### config.mk
export PLATFORM = sky130hd
export DESIGN_NAME = decodificador_bcd_secuencial
export DESIGN_NICKNAME = d
export VERILOG_FILES = /design/src/rtl/decodificador_bcd_secuencial.sv
export SDC_FILE = /design/constraint.sdc
export NUM_CORES = 1
export LEC_CHECK = 0
export CAP_MARGIN = 20
export CORE_UTILIZATION = 54
export CTS_CLUSTER_SIZE = 24
export DETAILED_ROUTE_END_ITERATION = 10
export PLACE_DENSITY = 0.82
export SETUP_SLACK_MARGIN = 0.3
export SLEW_MARGIN = 0
export SYNTH_ARGS = -nofsm -noshare
export SYNTH_HDL_FRONTEND = slang
export SYNTH_SLANG_ARGS = --single-unit
### constraint.sdc
create_clock -name clk -period 1.6 [get_ports clk]
set_input_delay 0.48 -clock clk [delete_from_list [all_inputs] [get_ports clk]]
set_output_delay 0.48 -clock clk [all_outputs]
set_load 0.03 [all_outputs]
### src/rtl/decodificador_bcd_secuencial.sv
// Binary-to-BCD converter (double dabble, one bit per clock); the result is valid W cycles after the input is accepted.
// There is no overlap: EntradaLista is high only when idle, and the result is held while SalidaValida waits for SalidaLista.
module decodificador_bcd_secuencial #(
  parameter int ANCHO_ENTRADA  = 8,
  parameter int NUM_DIGITOS    = 3,
  parameter int SUPRIMIR_CEROS = 0
) (
  input  logic                       clk,
  input  logic                       rst_n,
  input  logic [ANCHO_ENTRADA-1:0]   DatoEntrada,
  input  logic                       EntradaValida,
  output logic                       EntradaLista,
  output logic [4*NUM_DIGITOS-1:0]   DatoSalida,
  output logic                       Desborde,
  output logic                       SalidaValida,
  input  logic                       SalidaLista
);

  localparam int ANCHO_BCD = 4 * NUM_DIGITOS;
  localparam int ANCHO_CNT = $clog2(ANCHO_ENTRADA + 1);
  localparam logic [ANCHO_CNT-1:0] CNT_CARGA = ANCHO_CNT'(ANCHO_ENTRADA);
  localparam logic [ANCHO_CNT-1:0] CNT_UNO   = ANCHO_CNT'(1);

  localparam logic [1:0] INACTIVO = 2'd0;
  localparam logic [1:0] DESPLAZA = 2'd1;
  localparam logic [1:0] LISTO    = 2'd2;

  logic [1:0]               r_estado;
  logic [ANCHO_ENTRADA-1:0] r_bin;
  logic [ANCHO_BCD-1:0]     r_bcd;
  logic [ANCHO_BCD-1:0]     r_resultado;
  logic [ANCHO_CNT-1:0]     r_cnt;
  logic                     r_desborde;
  logic                     r_con_resultado;

  logic [ANCHO_BCD-1:0]     w_ajustado;
  logic [ANCHO_BCD-1:0]     w_bcd_desplazado;
  logic [ANCHO_ENTRADA-1:0] w_bin_desplazado;
  logic [ANCHO_BCD-1:0]     w_salida_suprimida;
  logic                     w_bit_salida;
  logic                     w_cero_arriba;
  logic                     w_acepta;
  logic                     w_ultimo;

  assign EntradaLista = (r_estado == INACTIVO);
  assign SalidaValida = (r_estado == LISTO);
  assign w_acepta     = EntradaLista && EntradaValida;
  assign w_ultimo     = (r_estado == DESPLAZA) && (r_cnt == CNT_UNO);

  // Add-3 correction per digit, done before the shift; the carry never leaves the digit.
  always_comb begin
    w_ajustado = r_bcd;
    for (int i = 0; i < NUM_DIGITOS; i++) begin
      if (r_bcd[4*i +: 4] >= 4'd5)
        w_ajustado[4*i +: 4] = r_bcd[4*i +: 4] + 4'd3;
    end
  end

  assign w_bit_salida     = w_ajustado[ANCHO_BCD-1];
  assign w_bcd_desplazado = {w_ajustado[ANCHO_BCD-2:0], r_bin[ANCHO_ENTRADA-1]};
  assign w_bin_desplazado = r_bin << 1;

  always_ff @(posedge clk or negedge rst_n) begin
    if (!rst_n) begin
      r_estado        <= INACTIVO;
      r_bin           <= '0;
      r_bcd           <= '0;
      r_resultado     <= '0;
      r_cnt           <= '0;
      r_desborde      <= 1'b0;
      r_con_resultado <= 1'b0;
    end else begin
      case (r_estado)
        INACTIVO: begin
          if (w_acepta) begin
            r_bin      <= DatoEntrada;
            r_bcd      <= '0;
            r_desborde <= 1'b0;
            r_cnt      <= CNT_CARGA;
            r_estado   <= DESPLAZA;
          end
        end
        DESPLAZA: begin
          r_bcd      <= w_bcd_desplazado;
          r_bin      <= w_bin_desplazado;
          r_desborde <= r_desborde | w_bit_salida;
          r_cnt      <= r_cnt - CNT_UNO;
          if (w_ultimo) begin
            r_resultado     <= w_bcd_desplazado;
            r_con_resultado <= 1'b1;
            r_estado        <= LISTO;
          end
        end
        LISTO: begin
          if (SalidaLista)
            r_estado <= INACTIVO;
        end
        default: r_estado <= INACTIVO;
      endcase
    end
  end

  // Blank zero digits above the most significant non-zero one; digit 0 always shows.
  always_comb begin
    w_salida_suprimida = r_resultado;
    w_cero_arriba      = 1'b1;
    for (int i = NUM_DIGITOS - 1; i >= 1; i--) begin
      if (w_cero_arriba && (r_resultado[4*i +: 4] == 4'd0))
        w_salida_suprimida[4*i +: 4] = 4'hF;
      else
        w_cero_arriba = 1'b0;
    end
  end

  assign DatoSalida = ((SUPRIMIR_CEROS != 0) && r_con_resultado) ? w_salida_suprimida : r_resultado;
  assign Desborde   = r_desborde;

endmodule

=== Yosys cells after proc, flatten, opt, wreduce, memory -nomap -nowiden ===
Index checks and enable logic that the tools add are counted.

* Register bits after elaboration: 39
* Bits of input ports: 12
* Logic and storage cells: 42

* Add/subtract/negate cells: 4
* Equal/unequal tests: 6
* Reductions and logical operators: 7
* $lt $le $gt $ge: 3
* Bitwise gates (word level): 1
* Mux-type cells: 15

{| class="wikitable"
|+ Operators by type and width
! cell !! number
|-
| one-hot mux 12 bit (2 select lines) || 1
|-
| two-way mux 4 bit || 4
|-
| one-hot mux 8 bit (2 select lines) || 1
|-
| adder 4 x 2 -> 4 bit (second input constant) || 3
|-
| greater-or-equal comparator 4 x 3 -> 1 bit (second input constant) || 3
|-
| two-way mux 12 bit || 1
|-
| two-way mux 8 bit || 1
|-
| one-hot mux 4 bit (2 select lines) || 1
|-
| two-way mux 2 bit || 3
|-
| one-hot mux 2 bit (3 select lines) || 1
|-
| equality test 4 x 1 -> 1 bit (second input constant) || 1
|-
| != test 2 x 1 -> 1 bit (second input constant) || 2
|-
| AND reduction 2 bit || 2
|-
| subtractor 4 x 1 -> 4 bit (second input constant) || 1
|-
| AND reduction 3 bit || 1
|-
| equality test 2 x 1 -> 1 bit (second input constant) || 1
|-
| equality test 2 bit (second input constant) || 1
|-
| logical AND 1 bit || 2
|-
| zero test 2 bit || 1
|-
| != test 2 bit (second input constant) || 1
|-
| one-hot mux 1 bit (2 select lines) || 1
|-
| nonzero test 2 bit || 1
|-
| two-way mux 1 bit || 1
|-
| OR 1 bit || 1
|}

=== Logic depth before layout (Yosys ltp) ===
Gate-level depths: netlist of the first run.

* Word-level depth: 4
* Mapped depth: 8
* Depth with buffers taken out: 6

=== Worst setup path after synthesis of the first run ===
Ideal clock, no wire load.

* Path kind: reg-to-output
* Start: reg r_estado[0]
* End: out EntradaLista
* Path buffers: 2
* Path slack: 0.035 ns
* Stages on the path, launching flop included: 4
* Data arrival time: 1.085 ns
* Required time: 1.120 ns
* Path through: dfrtp_1 > buf_6 > clkbuf_1 > nor2_1

* Longest elaborated chain between the ends: 1

{| class="wikitable"
|+ RTL lines
! item !! line !! RTL
|-
| start: declaration || 28 || <nowiki>logic [1:0] r_estado;</nowiki>
|-
| start signal: assignment || 65 || <nowiki>r_estado <= INACTIVO;</nowiki>
|-
| start signal: assignment || 80 || <nowiki>r_estado <= DESPLAZA;</nowiki>
|-
| start signal: assignment || 91 || <nowiki>r_estado <= LISTO;</nowiki>
|-
| zero test 2 bit || 45 || <nowiki>assign EntradaLista = (r_estado == INACTIVO);</nowiki>
|-
| end: declaration || 12 || <nowiki>output logic EntradaLista,</nowiki>
|}

No other way between the ends.

=== Worst setup path after layout of the first run ===
* Start: reg r_estado[0]
* End: out SalidaValida

* Longest elaborated chain between the ends: 1

{| class="wikitable"
|+ RTL lines
! item !! line !! RTL
|-
| equality test 2 bit || 46 || <nowiki>assign SalidaValida = (r_estado == LISTO);</nowiki>
|-
| end: declaration || 15 || <nowiki>output logic SalidaValida,</nowiki>
|}

No other way between the ends.

==> out/results.txt, run 1 <==
Fraction of layout cells with a size suffix above 1 - 54.90%
Critical path's slowest cell - dfrtp_1
Avg Cell Area, Syn - 10.86 µm²
# diodes - 0
Sw power - 3.212 mW
Setup TNS Final - -0.08559 ns
Syn Nets - 197
Setup ws final - -0.04781 ns
#FFs+latches synth - 39
DR iter-0 viols - 172
Die area - 0.003801 mm²
Top-count cell post-synth - dfrtp_1
Pleak - 1.354 nW
Status - finished, violations left
Largest delay share family, worst path - flip-flops
DP Cell Count - 250
Post-detail-place hpwl - 2586 µm
Worst slew pin tran - 0.3803 ns
Tmin final - 1.648 ns
Worst path arrival time - 1.17 ns
Failing checks - negative setup slack
Seq/Total Area, Yosys - 50.78%
WL met1 - 2530 µm
Clk pwr share - 11.2%
Initial Utilization - 57.14%
First-pass GRT wire length - 8128 µm
EDFF count, synth - 0
Max layer used - met4
Cts bufs inserted - 5
VDD IR max - 0.001937 V
Max Root-Sink Buffers - 2
P per Cell Area - 2475 mW/mm²
Post-route ant nets - 0
Vias post-DR - 1829
WS Path Type - reg2out
Worst Setup End Kind - output port
Critical path cell sequence - buf_6 > nor2_4 > buf_6
CTS Sinks - 39
Hold Buf Count CTS - 0
Final Cycle Share - 103.0%
Max cap viols - 0
Row count - 21
Met2 wire len - 3210 µm
Int Power - 4.396 mW
Gr ovfl total - 0
Startpoint Class - flop
Area leader, netlist - dfrtp_1
R2r startpoint - r_cnt[1]
Htree depth - 2
Tot GR Track Use - 31.54%
Worst path bufs/invs - 2
Routed len/inst - 21.80 µm
Fin. Hold Viols - 0
Vias/cell - 6.076
Routed wl met3 - 503 µm
Worst-Skew Late Latency - 0.38 ns
Final setup fails - 4
Die Width - 61.66 µm
CTS tree - built
Vias in the first global route - 1658
Non-Filler Instances - 301
Gate Count Post-Synth - 177
Die height - 61.66 µm
Worst Setup SP - r_estado[0]
Synth area leaders - dfrtp_1 (51%), o21ai_0 (5.7%), mux2_4 (5.5%)
Netlist cell types - 31
Req. time, crit path - 1.12 ns
Switch share - 42.22%
Core Area - 0.003363 mm²
Top Ports - 27
Worst clock skew - 0.02745 ns
Initial antenna violation count - 0
Comb pwr share - 63.0%
RD Place Congestion - 0.7623
Yosys warning total - 0
Pins Over Slew Limit - 0
Post-synth top area share - 50.78%
Worst hold path type - in2async
Asr flop ratio synth - 100.0%
RSZ-0062 raised after global routing - yes
Remaining DRCs - 0
Ys flop type - dfrtp_1
Clock slew at reported path FFs - 0.14 ns
Synth top cells by count - dfrtp_1 (39), o21ai_0 (22), nand2_1 (14), inv_1 (11), a21oi_1 (9)
TritonRoute pass-1 iters - 4
Seq pwr share - 25.8%
Critical Path Most Common Cell - buf_6
P&R area growth vs syn - 59.96%
Final #Nets - 274
I/O Buffers - 26
Max stage delay on crit path - 0.42 ns
Max-slew headroom - 74.45%
CTS root buf - clkbuf_4
Max FO, Critical Path - 4
Fmax - 606.9 MHz
Total Wirelength - 6563 µm
Largest net degree at the start of global routing - 40
Cell area after technology mapping - 0.001922 mm²
[worst paths after layout]
kind / end / slack [ns] / cells past startpoint
min in group clk: r_bin[4] / 0.49 / 2
max reg2reg: DatoSalida[0] / 0 / 5
max: SalidaValida / -0.05 / 3
min: DatoSalida[7] / 0.03 / 2
max in group asynchronous: r_estado[1] / 1.32 / 2
min reg2reg: r_bin[4] / 0.49 / 2
[area by class of cell]
class	count	area, µm²
Timing Repair Buffer	78	734.5
Inverter	11	41.29
Fill cell	121	289.0
Clock buffer	6	41.29
Clock inverter	2	60.06
Multi-Input combinational cell	119	1160
Sequential cell	39	979.7
Tap cell	46	57.56
[flip-flops by register name (all words and copies together), names as in the netlist]
signal      cells
r_estado        2
DatoSalida     12
Desborde        1
r_bin           8
r_cnt           4
r_bcd          12
[placed cells by master (no fill, tap or decap), types with 3 or more instances in the layout]
cell type	count
ha_4	8
dfrtp_1	36
a21oi_4	3
clkdlybuf4s50_1	10
xnor2_2	3
or3b_2	3
nor2_4	7
a21oi_2	5
dfrtp_2	3
nor3_1	4
mux2_4	8
buf_6	27
a22oi_1	7
nand2_1	14
inv_2	9
a22o_1	8
buf_4	38
o21ai_1	6
o21ai_0	15
nor2_1	3
nand2b_4	4
mux2i_2	3
clkbuf_4	5
[power by group through the flow]
stage / clock [mW] / combinational [mW] / sequential [mW]
2_1_floorplan: 0 / 1.77 / 2.07
3_3_place_gp: 0 / 2.73 / 1.81
4_1_cts: 0.837 / 3.76 / 1.84
3_5_place_dp: 0 / 2.85 / 1.84
5_1_grt: 0.901 / 4.99 / 1.99
6_report: 0.854 / 4.79 / 1.96
[per-stage QoR]
stage | setup WS, ns | util [%] | area, µm² | total power, mW | hold slack, ns
after floorplan | 0.1394 | - | 1991 | 3.838 | 0.1844
after global placement | -0.009684 | 69.01 | 2321 | 4.542 | 0.4612
after detailed placement | -0.07176 | 69.01 | 2321 | 4.686 | 0.4626
after CTS | -0.01966 | 83.52 | 2809 | 6.436 | 0.05708
after global routing | -0.09113 | 91.41 | 3074 | 7.882 | 0.03284
final | -0.04781 | 91.41 | 3074 | 7.607 | 0.03500
[per-layer routing]
layer  vias to the layer above  global-route usage (%)
met3                        28                   9.454
li1                        784                       -
met4                         0                   14.60
met5                         -                       0
met2                       124                   51.77
met1                       893                   38.18
[logic make-up after synthesis]
logic type | synth area share, %
xor+xnor | 1.367
compound gates | 16.99
fa+ha+maj | 5.209
flops | 50.78
simple gates | 11.85
mux | 7.617
buf+inv | 6.185
[repair_timing]
item | CTS | global route
resized for setup | 140 | 33
pin swaps | 16 | 10
cloned | 1 | 0
setup endpoints to repair | 47 | 54
setup buffers | 25 | 17
(Power assumes the default switching activity.)
==> run 2, diff against run 1 <==
--- a/config.mk
+++ b/config.mk
@@ -5,11 +5,11 @@
 export SDC_FILE = /design/constraint.sdc
 export NUM_CORES = 1
 export LEC_CHECK = 0
-export CAP_MARGIN = 20
 export CORE_UTILIZATION = 54
 export CTS_CLUSTER_SIZE = 24
 export DETAILED_ROUTE_END_ITERATION = 10
 export PLACE_DENSITY = 0.82
+export REMOVE_ABC_BUFFERS = 1
 export SETUP_SLACK_MARGIN = 0.3
 export SLEW_MARGIN = 0
 export SYNTH_ARGS = -nofsm -noshare
==> out/results.txt, run 2 (synthesized netlist as in run 1, its figures left out) <==
R2r setup slk - -0.06 ns (-0.06 ns)
# diodes - 0 (unchanged)
Die area - 0.003801 mm² (unchanged)
Die height - 61.66 µm (unchanged)
Worst clock skew - 0.02371 ns (-0.003743 ns)
Pins Over Slew Limit - 0 (unchanged)
Max FO, Critical Path - 4 (unchanged)
Critical Path Most Common Cell - buf_6
Routed len/inst - 26.62 µm (+22%)
Initial Utilization - 57.14% (unchanged)
VDD IR max - 0.001674 V (-14%)
Largest net degree at the start of global routing - 40 (unchanged)
Pleak - 1.381 nW (+2.0%)
Most frequent cells in the layout - dfrtp_1 (34), buf_4 (33), buf_6 (24)
Critical path cell sequence - buf_6 > nor2_4 > buf_6
Final setup fails - 13 (+9)
RD Place Congestion - 0.7349 (-3.6%)
Tmin final - 1.697 ns (+0.04946 ns)
Worst Setup End Kind - output port
TritonRoute pass-1 iters - 5 (+1)
Post-route ant nets - 0 (unchanged)
Startpoint Class - flop
Fmax - 589.2 MHz (-2.9%)
Setup ws final - -0.09726 ns (-0.04946 ns)
DR iter-0 viols - 214 (+24%)
Setup TNS Final - -0.4716 ns (-0.3860 ns)
Final Cycle Share - 106.1% (+3.1 points)
Commonest non-fill, non-tap cell in the layout - dfrtp_1
Total Wirelength - 7933 µm (+21%)
Critical path's slowest cell - dfrtp_1
Die Width - 61.66 µm (unchanged)
DP Cell Count - 249 (-0.40%)
Top Ports - 27 (unchanged)
Worst-Skew Late Latency - 0.39 ns (about the same)
Worst hold path type - in2async
Worst path arrival time - 1.22 ns (+0.05 ns)
Vias in the first global route - 1796 (+8.3%)
Flip-flop and latch area - 982.2 µm² (+0.26%)
Initial antenna violation count - 0 (unchanged)
Post-detail-place hpwl - 2544 µm (-1.6%)
Max stage delay on crit path - 0.43 ns (about the same)
Htree depth - 2 (unchanged)
Status - finished, violations left
I/O Buffers - 26 (unchanged)
Vias/cell - 6.765 (+11%)
Fraction of layout cells with a size suffix above 1 - 59.13% (+4.2 points)
P&R area growth vs syn - 63.93%
Clock slew at reported path FFs - 0.14 ns (about the same)
Core Area - 0.003363 mm² (unchanged)
Filler cell count - 93 (-23%)
Tot GR Track Use - 34.83% (+3.3 points)
Req. time, crit path - 1.12 ns (about the same)
CTS Sinks - 39 (unchanged)
Row count - 21 (unchanged)
CTS root buf - clkbuf_4
Worst reg2reg path endpoint - r_cnt[3]
Remaining DRCs - 0 (unchanged)
Non-Filler Instances - 298 (-1.0%)
RSZ-0062 raised after global routing - yes
Failing checks - negative setup slack
DP Worst Slack - -0.06816 ns (+0.003603 ns)
Gr ovfl total - 0 (unchanged)
Area of the multi-input gates - 0.001197 mm² (+3.2%)
Max Root-Sink Buffers - 2 (unchanged)
Max cap viols - 0 (unchanged)
CTS tree - built
WS Path Type - reg2out
R2r startpoint - r_cnt[0]
Vias post-DR - 2016 (+10%)
Total Power - 8.042 mW (+5.7%)
First-pass GRT wire length - 9011 µm (+11%)
Cts bufs inserted - 5 (unchanged)
Final #Nets - 271 (-1.1%)
Max-slew headroom - 70.29% (-4.2 points)
Worst slew pin tran - 0.4410 ns (+0.06068 ns)
P per Cell Area - 2553 mW/mm² (+3.2%)
Fin. Hold Viols - 0 (unchanged)
Worst r2r path cells - 5 (unchanged)
Hold Buf Count CTS - 0 (unchanged)
-- run 2: layout make-up --
cell class / count / area share, %
Clock buffer: 6 / 1.311
Clock inverter: 2 / 1.906
Inverter: 11 / 1.311
Multi-Input combinational cell: 120 / 38.01
Sequential cell: 39 / 31.18
Tap cell: 46 / 1.827
Timing Repair Buffer: 74 / 24.46
-- run 2: where the power goes --
part           switching, mW  total (mW)  internal (mW)
sequential             0.583        2.03           1.44
clock                  0.378       0.866          0.487
combinational           2.54        5.15           2.62
total                   3.50        8.04           4.55
-- run 2: worst max-delay path by stage --
stage	endpoint	cells past startpoint	start	slack (ns)
detailed placement	r_bcd[3]	5	EntradaValida	-0.07
floorplan	r_cnt[3]	3	r_estado[0]	-0.18
global route	SalidaValida	3	r_estado[0]	-0.13
global placement	r_cnt[3]	5	EntradaValida	-0.01
finish	SalidaValida	3	r_estado[0]	-0.1
CTS	SalidaValida	3	r_estado[0]	-0.02
-- run 2: worst max-delay path: cells and delay by family (launching register included) --
family | cells | cell delay (ns)
and+or+nand+nor | 1 | 0.11
DFF | 1 | 0.43
buffers and inverters | 2 | 0.29
-- run 2: per-stage QoR --
| stage | utilization [%] | area (µm²) | hold WS, ns |
|---|---|---|---|
| detailed placement | 66.74 | 2245 | 0.4623 |
| global route | 93.68 | 3151 | 0.04941 |
| finish | 93.68 | 3151 | 0.02355 |
| global placement | 66.74 | 2245 | 0.4626 |
| CTS | 87.46 | 2942 | 0.07345 |
| floorplan | - | 1844 | 0.1844 |
-- run 2: timing repair --
action	CTS	global route
gates resized for setup	169	39
endpoints found under the hold margin	0	0
setup buffers	25	11
endpoints found under the setup margin	43	54
cloned	5	0
pin swaps	18	6
-- run 2: per-layer routing --
metal  vias up  share of wire [%]  GRT usage, %
met5         -                  0             0
met4         0                7.2         18.73
met3        57                9.1         10.50
met2       166                 47         57.91
met1      1012                 37         40.35
li1        781                  -             -
